### src/rtl/pipe_hazard_ctrl.sv
// pipe_hazard_ctrl: pipeline stall/flush control with a multi-cycle mul/div sequencer.
// Ports: clk, reset (sync, active-high); id_* ID source operands; ex_* EX load/mfc0,
// destination, mul/div op and branch mispredict; mem_exception; imem/dmem stalls.
// Outputs: per-stage stalls and flushes, md_busy (md stall is the winning cause),
// md_done (one-cycle release pulse).
module pipe_hazard_ctrl #(
  parameter int MUL_CYCLES = 3,
  parameter int DIV_CYCLES = 33
) (
  input  logic       clk,
  input  logic       reset,
  input  logic [4:0] id_rs_addr,
  input  logic [4:0] id_rt_addr,
  input  logic       id_uses_rs,
  input  logic       id_uses_rt,
  input  logic       ex_mem_r,
  input  logic       ex_mfc0,
  input  logic [4:0] ex_rd_addr,
  input  logic [3:0] ex_md_op,
  input  logic       ex_bp_mispredict,
  input  logic       mem_exception,
  input  logic       imem_stall,
  input  logic       dmem_stall,
  output logic       pc_stall,
  output logic       ifid_stall,
  output logic       idex_stall,
  output logic       exmem_stall,
  output logic       ifid_flush,
  output logic       idex_flush,
  output logic       exmem_flush,
  output logic       memwb_flush,
  output logic       md_busy,
  output logic       md_done
);
  typedef enum logic [1:0] {IDLE, BUSY, DONE} md_state_t;
  md_state_t  state, state_nxt;
  logic [5:0] md_cnt, cnt_nxt;
  logic       redirect_pend, pend_nxt;
  logic       md_start, md_act, load_use, redirect;
  always_ff @(posedge clk) begin
    if (reset) begin
      state         <= IDLE;
      md_cnt        <= '0;
      redirect_pend <= 1'b0;
    end else begin
      state         <= state_nxt;
      md_cnt        <= cnt_nxt;
      redirect_pend <= pend_nxt;
    end
  end
  always_comb begin
    md_start    = state == IDLE && ex_md_op >= 4'd1 && ex_md_op <= 4'd4;
    md_act      = md_start || state == BUSY;
    load_use    = (ex_mem_r || ex_mfc0) && ex_rd_addr != 5'd0 &&
                  ((id_uses_rs && ex_rd_addr == id_rs_addr) || (id_uses_rt && ex_rd_addr == id_rt_addr));
    // a mispredict that arrives under an imem stall is remembered until fetch resumes
    redirect    = ex_bp_mispredict || redirect_pend;
    pc_stall    = 1'b0;
    ifid_stall  = 1'b0;
    idex_stall  = 1'b0;
    exmem_stall = 1'b0;
    ifid_flush  = 1'b0;
    idex_flush  = 1'b0;
    exmem_flush = 1'b0;
    memwb_flush = 1'b0;
    md_busy     = 1'b0;
    md_done     = 1'b0;
    state_nxt   = state;
    cnt_nxt     = md_cnt;
    pend_nxt    = redirect_pend;
    if (reset || mem_exception) begin
      {ifid_flush, idex_flush, exmem_flush, memwb_flush} = 4'b1111;
      state_nxt = IDLE;
      cnt_nxt   = '0;
      pend_nxt  = 1'b0;
    end else if (dmem_stall) begin
      {pc_stall, ifid_stall, idex_stall, exmem_stall, memwb_flush} = 5'b11111;
    end else begin
      if (md_start) begin
        state_nxt = BUSY;
        cnt_nxt   = ex_md_op <= 4'd2 ? 6'(MUL_CYCLES - 1) : 6'(DIV_CYCLES - 1);
      end else if (state == BUSY) begin
        cnt_nxt   = md_cnt == 6'd0 ? 6'd0 : md_cnt - 6'd1;
        state_nxt = md_cnt <= 6'd1 ? DONE : BUSY;
      end else if (state == DONE) begin
        state_nxt = IDLE;
        md_done   = 1'b1;
      end
      if (md_act) begin
        {pc_stall, ifid_stall, idex_stall, exmem_flush, md_busy} = 5'b11111;
      end else if (load_use) begin
        {pc_stall, ifid_stall, idex_flush} = 3'b111;
      end else if (redirect && !imem_stall) begin
        ifid_flush = 1'b1;
        pend_nxt   = 1'b0;
      end else if (imem_stall) begin
        {pc_stall, ifid_stall, idex_flush} = 3'b111;
        pend_nxt = redirect;
      end
    end
  end
endmodule

### config.mk
export PLATFORM = sky130hd
export DESIGN_NAME = pipe_hazard_ctrl
export DESIGN_NICKNAME = d
export VERILOG_FILES = /design/src/rtl/pipe_hazard_ctrl.sv
export SDC_FILE = /design/constraint.sdc
export NUM_CORES = 1
export LEC_CHECK = 0
export CAP_MARGIN = 15
export CORE_MARGIN = 1
export CORE_UTILIZATION = 40
export DETAILED_ROUTE_END_ITERATION = 10
export GPL_ROUTABILITY_DRIVEN = 0
export PLACE_DENSITY = 0.79
export SYNTH_ARGS = -nofsm -noshare
export SYNTH_HDL_FRONTEND = slang
export SYNTH_SLANG_ARGS = --single-unit
### constraint.sdc
create_clock -name clk -period 2.3 [get_ports clk]
set_clock_uncertainty 0.1 [all_clocks]
set_input_delay 0.23 -clock clk [delete_from_list [all_inputs] [get_ports clk]]
set_output_delay 0.23 -clock clk [all_outputs]
set_load 0.005 [all_outputs]
==> results of run 1 <==
-- area by class of cell --
class / count / share of cell area
Clock buffer: 4 / 0.0188
Inverter: 5 / 0.0134
Multi-Input combinational cell: 88 / 0.456
Sequential cell: 9 / 0.129
Tap cell: 25 / 0.0223
Timing Repair Buffer: 57 / 0.361
-- cell families after synthesis --
group | synth area share
AO/OA/AOI/OAI | 0.296
XOR/XNOR | 0.108
adder cells (fa/ha/maj) | 0.0310
buffers and inverters | 0.0464
flip-flops | 0.223
multiplexers | 0.0124
AND/OR/NAND/NOR | 0.283
-- timing repair --
action,in CTS,in global routing
gates resized for setup,18,7
buffers inserted,1,0
endpoints found under the setup margin,7,6
pin swaps,3,2
-- flip-flops by register name (all words and copies together), names as in the netlist --
register / cells
md_cnt: 6
state: 2
redirect_pend: 1
-- per-layer routing --
| layer | global-route usage | vias up | part of all wire |
|---|---|---|---|
| met1 | 0.278 | 467 | 0.39 |
| li1 | - | 510 | - |
| met2 | 0.553 | 30 | 0.55 |
| met5 | 0 | - | 0 |
| met3 | 0.0654 | 7 | 0.039 |
| met4 | 0.0914 | 0 | 0.019 |
-- cells in the final DEF (no fill, tap or decap), types with 2 or more instances in the layout --
cell,n
nor3_1,7
o41ai_1,2
ha_1,2
nor2_1,11
o21ai_0,9
dfxtp_1,9
and2_1,2
clkbuf_4,3
xnor2_1,10
inv_1,5
clkdlybuf4s50_1,30
dlymetal6s2s_1,2
a21oi_1,4
clkbuf_2,3
a211o_1,2
a21o_1,2
buf_4,19
dlygate4sd2_1,2
nand3_1,4
or4_1,2
nand4_1,2
nand2_1,6
-- final timing paths --
| check | from | slack (ns) | endpoint | cells after the start |
|---|---|---|---|---|
| max | ex_rd_addr[4] | 0.06 | ifid_flush | 6 |
| min | md_cnt[0] | 0.43 | md_cnt[0] | 2 |
| max reg2reg | md_cnt[2] | 0.52 | md_cnt[3] | 5 |
| min reg2reg | md_cnt[0] | 0.43 | md_cnt[0] | 2 |
-- power by group --
part           switching (mW)  internal, mW  total, mW  leakage, nW
Combinational          0.0663         0.103      0.169        0.488
Clock                  0.0662        0.0675      0.134       0.0150
Sequential            0.00151         0.157      0.158       0.0726
Total                   0.134         0.327      0.461        0.575
-- through the flow --
step                      cells  worst slack [ns]  total power [mW]  hold slack (ns)
final                       188            0.0586             0.461            0.431
after global routing        188           -0.0143             0.488            0.458
after CTS                   188           -0.0290             0.462            0.426
after detailed placement    183            -0.324             0.324            0.415
after global placement      183            -0.311             0.319            0.395
after floorplan             106             0.605             0.221            0.322
-- worst max-delay path, cell delays in order --
cell	delay [ns]
clkdlybuf4s50_1	0.42
or4_1	0.53
o22a_2	0.20
a21o_1	0.18
o31ai_2	0.20
buf_2	0.15
==> impl_metrics.tcl, run 1 <==
set metrics [dict create \
    fillers 137 \
    period_share 0.975 \
    avgSynthCellArea_um2 7.63 \
    period_minus_slack_ns 2.24 \
    grt_start_max_net_pins 11 \
    nNetsFinal 195 \
    rsz0062_at_grt "yes" \
    yosysTopAreaCellShare 0.223 \
    synth_area_um2 808 \
    antenna_found_initial 0 \
    dp_hpwl_mm 2.12 \
    htree_levels 1 \
    yosysWarnings 0 \
    slew_violations 0 \
    clkSlewWorstSetupHoldPaths_ns 0.06 \
    vdd_drop_max_mv 0.245 \
    coreArea_um2 1800 \
    yosysMostFrequentCell "nor2_1" \
    p_leak_nw 0.575 \
    io_pins 39 \
    synth_fp_nets 137 \
    setup_tns_ns 0 \
    synth_edf_count 0 \
    grt_pass1_vias 971 \
    fmax_mhz 446 \
    dieArea_um2 2200 \
    critPathArrivalTime_ns 1.91 \
    setup_viol 0 \
    rows 15 \
    clock_path_buffers 2 \
    initialDrtViolationCount 24 \
    worstMarginPinSlew_ns 0.612 \
    grt_pass1_wl_mm 4.24 \
    critPathRequiredTime_ns 1.97 \
    final_util 0.777 \
    grt-ovfl-total 0 \
    cellPowerDensity_nw_per_um2 329 \
    ant_nets 0 \
    yosys-top-cells-area "dfxtp_1 (22%), xnor2_1 (11%), o21ai_0 (5.6%), nor2_1 (5.1%), nor3_1 (4.3%)" \
    drive_gt1_frac 0.233 \
    synth_cell_types 38 \
    vias 1014 \
    ys_seq_elements 9 \
    drcViolationCount 0 \
    syn_to_final_growth_pct 73.2 \
    dr.pass1.iters 4 \
    yosysSeqAreaShare 0.223 \
    root_buffer "clkbuf_4" \
    multi_input_area_um2 638 \
    holdBufCountCts 0 \
    initial_core_util 0.449 \
    synth_area_leader_cell "dfxtp_1" \
    port_buffers 38 \
    syn-instance-count 106 \
    dieHeight_um 47.0 \
    hold_class "flop to flop" \
    die_x_um 47.0 \
    via_per_inst 5.39 \
    finalHoldViolCount 0 \
    async_reset_ff_frac 0 \
    relSlewSlack 0.588 \
    clk_latency_ns 0.28 \
    critPathMaxFanout 2 \
    cp-start-kind "primary input" \
    max_cap_viol_count 0 \
    ys.flop_type "dfxtp_1" \
    wl_per_cell_um 14.1 \
    diodes 0 \
    critPathKind "primary input to output pin" \
    status "finished, final reports clean" \
    yosys-top-cells-count "nor2_1 (11), xnor2_1 (10), dfxtp_1 (9), o21ai_0 (9), nor3_1 (7)" \
    dpl_cell_area_um2 1340 \
    cts_sinks 9 \
    tritoncts "yes" \
    fin_area_um2 1400 \
    drt-total-wl_mm 2.66 \
    cts_buffers 3 \
    seq_area_um2 180 \
    gr-usage-all-layers 0.278 \
    worstSetupEndpointType "output pin" \
]
Power figures use the tool's default switching activity.
==> inputs of run 2 (changes only) <==
==> constraint.sdc (replaced) <==
create_clock -name clk -period 2.5 [get_ports clk]
set_clock_uncertainty 0.1 [all_clocks]
set_input_delay 0.25 -clock clk [delete_from_list [all_inputs] [get_ports clk]]
set_output_delay 0.25 -clock clk [all_outputs]
set_load 0.005 [all_outputs]
==> impl_metrics.tcl, run 2 (synthesis results as in run 1) <==
set metrics [dict create \
    grt-ovfl-total 0 \
    top_register "md_cnt" \
    largest_reg_flops 6 \
    rsz0062_at_grt "no" \
    dr.pass1.iters 4 \
    drive_gt1_frac 0.182 \
    post_cts_resized 7 \
    clk_latency_ns 0.28 \
    final_cell_mix "clkdlybuf4s50_1 (34), buf_4 (15), nor2_1 (11), xnor2_1 (10)" \
    dieHeight_um 47.0 \
    crit_chain "clkdlybuf4s50_1 -> buf_4 -> o21ai_2 -> a31oi_4 -> buf_4 -> o31a_1 -> inv_1 -> clkdlybuf4s50_1" \
    final_util 0.758 \
    period_minus_slack_ns 2.44 \
    finalHoldViolCount 0 \
    grt_pass1_vias 908 \
    slew_violations 0 \
    p_int_mw 0.298 \
    vias 994 \
    initialDrtViolationCount 18 \
    via_per_inst 5.40 \
    hold_ws_ns 0.426 \
    crit_buf_inv 5 \
    io_pins 39 \
    root_buffer "clkbuf_4" \
    final_common_cell "clkdlybuf4s50_1" \
    clockPowerShare 0.299 \
    worstSetupEndpointType "output pin" \
    relSlewSlack 0.612 \
    dieArea_um2 2200 \
    fmax_mhz 410 \
    critPathKind "primary input to output pin" \
    worstMarginPinSlew_ns 0.576 \
    top_regs "md_cnt x6, state x2, redirect_pend x1" \
    antenna_found_initial 0 \
    coreArea_um2 1800 \
    critPathArrivalTime_ns 2.09 \
    p_leak_nw 0.522 \
    max_cap_viol_count 0 \
    post_cts_buffers 0 \
    syn_to_final_growth_pct 68.9 \
    tritoncts "yes" \
    diodes 0 \
    cts_buffers 3 \
    status "finished, final reports clean" \
    initial_core_util 0.449 \
    htree_levels 1 \
    nNetsFinal 191 \
    wl_per_cell_um 13.5 \
    slowest_delay_ns 0.49 \
    cp-start-kind "primary input" \
    ant_nets 0 \
    dp_hpwl_mm 2.02 \
    gr-usage-all-layers 0.245 \
    grt_pass1_wl_mm 3.71 \
    combPwrFrac 0.351 \
    setup_viol 0 \
    p_switching_mw 0.120 \
    finalPower_mw 0.418 \
    clkSlewWorstSetupHoldPaths_ns 0.07 \
    power_frac_seq 0.350 \
    critPathRequiredTime_ns 2.15 \
    drcViolationCount 0 \
    crit_family "buffers and inverters" \
    p_sw_frac 0.287 \
    slowest_stage "clkdlybuf4s50_1" \
    rows 15 \
    critPathMaxFanout 3 \
    cts_sinks 9 \
    die_x_um 47.0 \
    grt_start_max_net_pins 11 \
    vdd_drop_max_mv 0.314 \
    period_share 0.975 \
    setup_tns_ns 0 \
    drt-total-wl_mm 2.48 \
    clock_path_buffers 2 \
    cellPowerDensity_nw_per_um2 306 \
    port_buffers 38 \
    hold_class "flop to flop" \
    holdBufCountCts 0 \
]
run 2: power by group through the flow:
stage                     registers, mW  logic [mW]  clock network (mW)
after floorplan                   0.148      0.0556                   0
after global placement            0.150       0.141                   0
after detailed placement          0.150       0.144                   0
after CTS                         0.146       0.144               0.125
after global routing              0.147       0.159               0.133
final                             0.146       0.146               0.125
run 2: cell type report:
cell class	instances	area, um2
clock buffers	4	26.3
fillers	153	437
inverters	5	18.8
multi-input cells	88	619
flip-flops and latches	9	180
well taps	25	31.3
repair buffers	53	489
run 2: worst paths after layout:
| path | cells after the start | from | end | slack [ns] |
|---|---|---|---|---|
| setup / recovery | 8 | ex_md_op[1] | exmem_flush | 0.06 |
| setup reg to reg | 5 | md_cnt[5] | md_cnt[4] | 0.78 |
| hold reg to reg | 2 | md_cnt[4] | md_cnt[4] | 0.43 |
| hold / removal | 2 | md_cnt[4] | md_cnt[4] | 0.43 |
run 2: per-stage QoR:
stage	cells	instance area [um2]	setup slack, ns
floorplan	106	808	0.765
global placement	180	1310	-0.151
detailed placement	180	1310	-0.171
CTS	184	1350	0.00832
global route	184	1370	0.00308
finish	184	1370	0.0636
run 2: metal layers:
layer  track usage  vias to the layer above  wire length [um]
met5             0                        -                 0
met4         0.103                        0                73
met3        0.0808                        8               112
met1         0.245                      454               941
li1              -                      504                 -
met2         0.461                       28              1350
run 2: worst register-to-register path, stage by stage, from the launching register on:
cell and delay [ns]:
dfxtp_1 0.36, or4_4 0.58, o2111ai_2 0.26, a21oi_1 0.07, o21ai_0 0.14, o21ai_0 0.10
==> inputs of run 3 (changes only) <==
--- a/config.mk
+++ b/config.mk
@@ -7,10 +7,11 @@
 export LEC_CHECK = 0
 export CAP_MARGIN = 15
 export CORE_MARGIN = 1
-export CORE_UTILIZATION = 40
+export CORE_UTILIZATION = 36
 export DETAILED_ROUTE_END_ITERATION = 10
 export GPL_ROUTABILITY_DRIVEN = 0
-export PLACE_DENSITY = 0.79
+export PLACE_DENSITY_LB_ADDON = 0.05
+export SETUP_SLACK_MARGIN = 0.2
 export SYNTH_ARGS = -nofsm -noshare
 export SYNTH_HDL_FRONTEND = slang
 export SYNTH_SLANG_ARGS = --single-unit
==> constraint.sdc (replaced) <==
create_clock -name clk -period 2.18 [get_ports clk]
set_clock_uncertainty 0.1 [all_clocks]
set_input_delay 0.218 -clock clk [delete_from_list [all_inputs] [get_ports clk]]
set_output_delay 0.218 -clock clk [all_outputs]
set_load 0.005 [all_outputs]
==> impl_metrics.tcl, run 3 (synthesis results as in run 1) <==
set metrics [dict create \
    finalPower_mw 0.490 \
    grt_start_max_net_pins 10 \
    via_per_inst 5.24 \
    dieArea_um2 2440 \
    vdd_drop_max_mv 0.362 \
    grt_pass1_wl_mm 4.28 \
    crit_cells 8 \
    whs_path_depth 1 \
    cellPowerDensity_nw_per_um2 332 \
    diodes 0 \
    critPathMaxFanout 2 \
    top_register "md_cnt" \
    nNetsFinal 203 \
    dr.pass1.iters 4 \
    fmax_mhz 519 \
    fillers 170 \
    fin_area_um2 1480 \
    gr-usage-all-layers 0.225 \
    tritoncts "yes" \
    dieHeight_um 49.4 \
    worstSetupEndpointType "output pin" \
    r2r_end "md_cnt[3]" \
    root_buffer "clkbuf_4" \
    slowest_stage "clkdlybuf4s50_1" \
    slowest_delay_ns 0.42 \
    r2r-start "md_cnt[2]" \
    clock_path_buffers 2 \
    hold_class "flop to flop" \
    cts_buffers 3 \
    period_share 0.883 \
    drcViolationCount 0 \
    slew_violations 0 \
    largest_reg_flops 6 \
    reg2reg_slack_ns 0.45 \
    grt_pass1_vias 1011 \
    final_cells 198 \
    drive_gt1_frac 0.316 \
    relSlewSlack 0.684 \
    crit_family "buffers and inverters" \
    initial_core_util 0.396 \
    period_minus_slack_ns 1.93 \
    min_from "md_cnt[1]" \
    dp_hpwl_mm 1.96 \
    reg2reg_depth 5 \
    syn_to_final_growth_pct 82.7 \
    crit_chain "clkdlybuf4s50_1 -> xnor2_1 -> nand4_1 -> o22ai_2 -> buf_4 -> a21o_1 -> o31ai_2 -> buf_2" \
    cp-start-kind "primary input" \
    io_pins 39 \
    clk_latency_ns 0.27 \
    critPathArrivalTime_ns 1.61 \
    max_cap_viol_count 0 \
    clkSlewWorstSetupHoldPaths_ns 0.08 \
    worstMarginPinSlew_ns 0.470 \
    setup_viol 0 \
    rows 16 \
    wl_per_cell_um 12.6 \
    cts_sinks 9 \
    ant_nets 0 \
    initialDrtViolationCount 22 \
    multi_input_area_um2 658 \
    htree_levels 1 \
    finalHoldViolCount 0 \
    critPathKind "primary input to output pin" \
    rsz0062_at_grt "yes" \
    top_regs "md_cnt x6, state x2, redirect_pend x1" \
    die_x_um 49.4 \
    grt-ovfl-total 0 \
    port_buffers 38 \
    place_inst 191 \
    status "finished, final reports clean" \
    coreArea_um2 2040 \
    final_util 0.723 \
    critPathRequiredTime_ns 1.86 \
    seq_area_um2 180 \
    final_cell_mix "buf_4 (24), clkdlybuf4s50_1 (14), xnor2_1 (10)" \
    dpl_cell_area_um2 1380 \
    drt-total-wl_mm 2.50 \
    p_leak_nw 0.658 \
    crit_buf_inv 3 \
    antenna_found_initial 0 \
    vias 1037 \
    final_common_cell "buf_4" \
    min_to "md_cnt[1]" \
]
## run 3: cell types whose count changed in the layout (fill, tap and decap cells not counted), sizes merged
| cell | change |
|---|---|
| clkdlybuf4s50 | -20 |
| buf | +18 |
| dlymetal6s2s | +6 |
| dlygate4sd2 | +5 |
| clkbuf | +2 |
| clkdlybuf4s15 | +1 |
## run 3: what timing repair did
item | CTS | global route
endpoints found under the setup margin | 10 | 6
buffers inserted | 2 | 1
resized for setup | 49 | 14
hold buffers | 0 | 0
pin swaps | 14 | 13
## run 3: layout make-up
| type | count | share of cell area |
|---|---|---|
| Timing Repair Buffer | 65 | 0.379 |
| Inverter | 5 | 0.0127 |
| Multi-Input combinational cell | 88 | 0.446 |
| Sequential cell | 9 | 0.122 |
| Clock buffer | 4 | 0.0178 |
| Tap cell | 27 | 0.0229 |
## run 3: where the power goes
group          switching (mW)  total [mW]  internal [mW]
sequential            0.00120       0.167          0.166
clock                  0.0685       0.139         0.0708
combinational          0.0734       0.184          0.111
## run 3: stage by stage
step                      hold WS [ns]  setup slack (ns)  setup TNS, ns
after floorplan                  0.310             0.509              0
after global placement           0.396            -0.424          -2.19
after detailed placement         0.401            -0.419          -2.58
after CTS                        0.420             0.208              0
after global routing             0.457             0.165              0
final                            0.424             0.255              0
## run 3: metal layers
layer  part of all wire  track usage  up-vias
met5                  0            0        -
met4              0.016       0.0571        0
met1               0.41        0.265      470
met2               0.52        0.416       37
met3              0.054       0.0374        6
li1                   -            -      524
## run 3: worst max path at each step
stage                   from     endpoint
6_report       id_rs_addr[1]   ifid_flush
5_1_grt        ex_rd_addr[3]   ifid_flush
4_1_cts          ex_md_op[0]  exmem_flush
3_5_place_dp   ex_rd_addr[1]   ifid_flush
3_3_place_gp   ex_rd_addr[1]   ifid_flush
2_1_floorplan  ex_rd_addr[1]     pc_stall
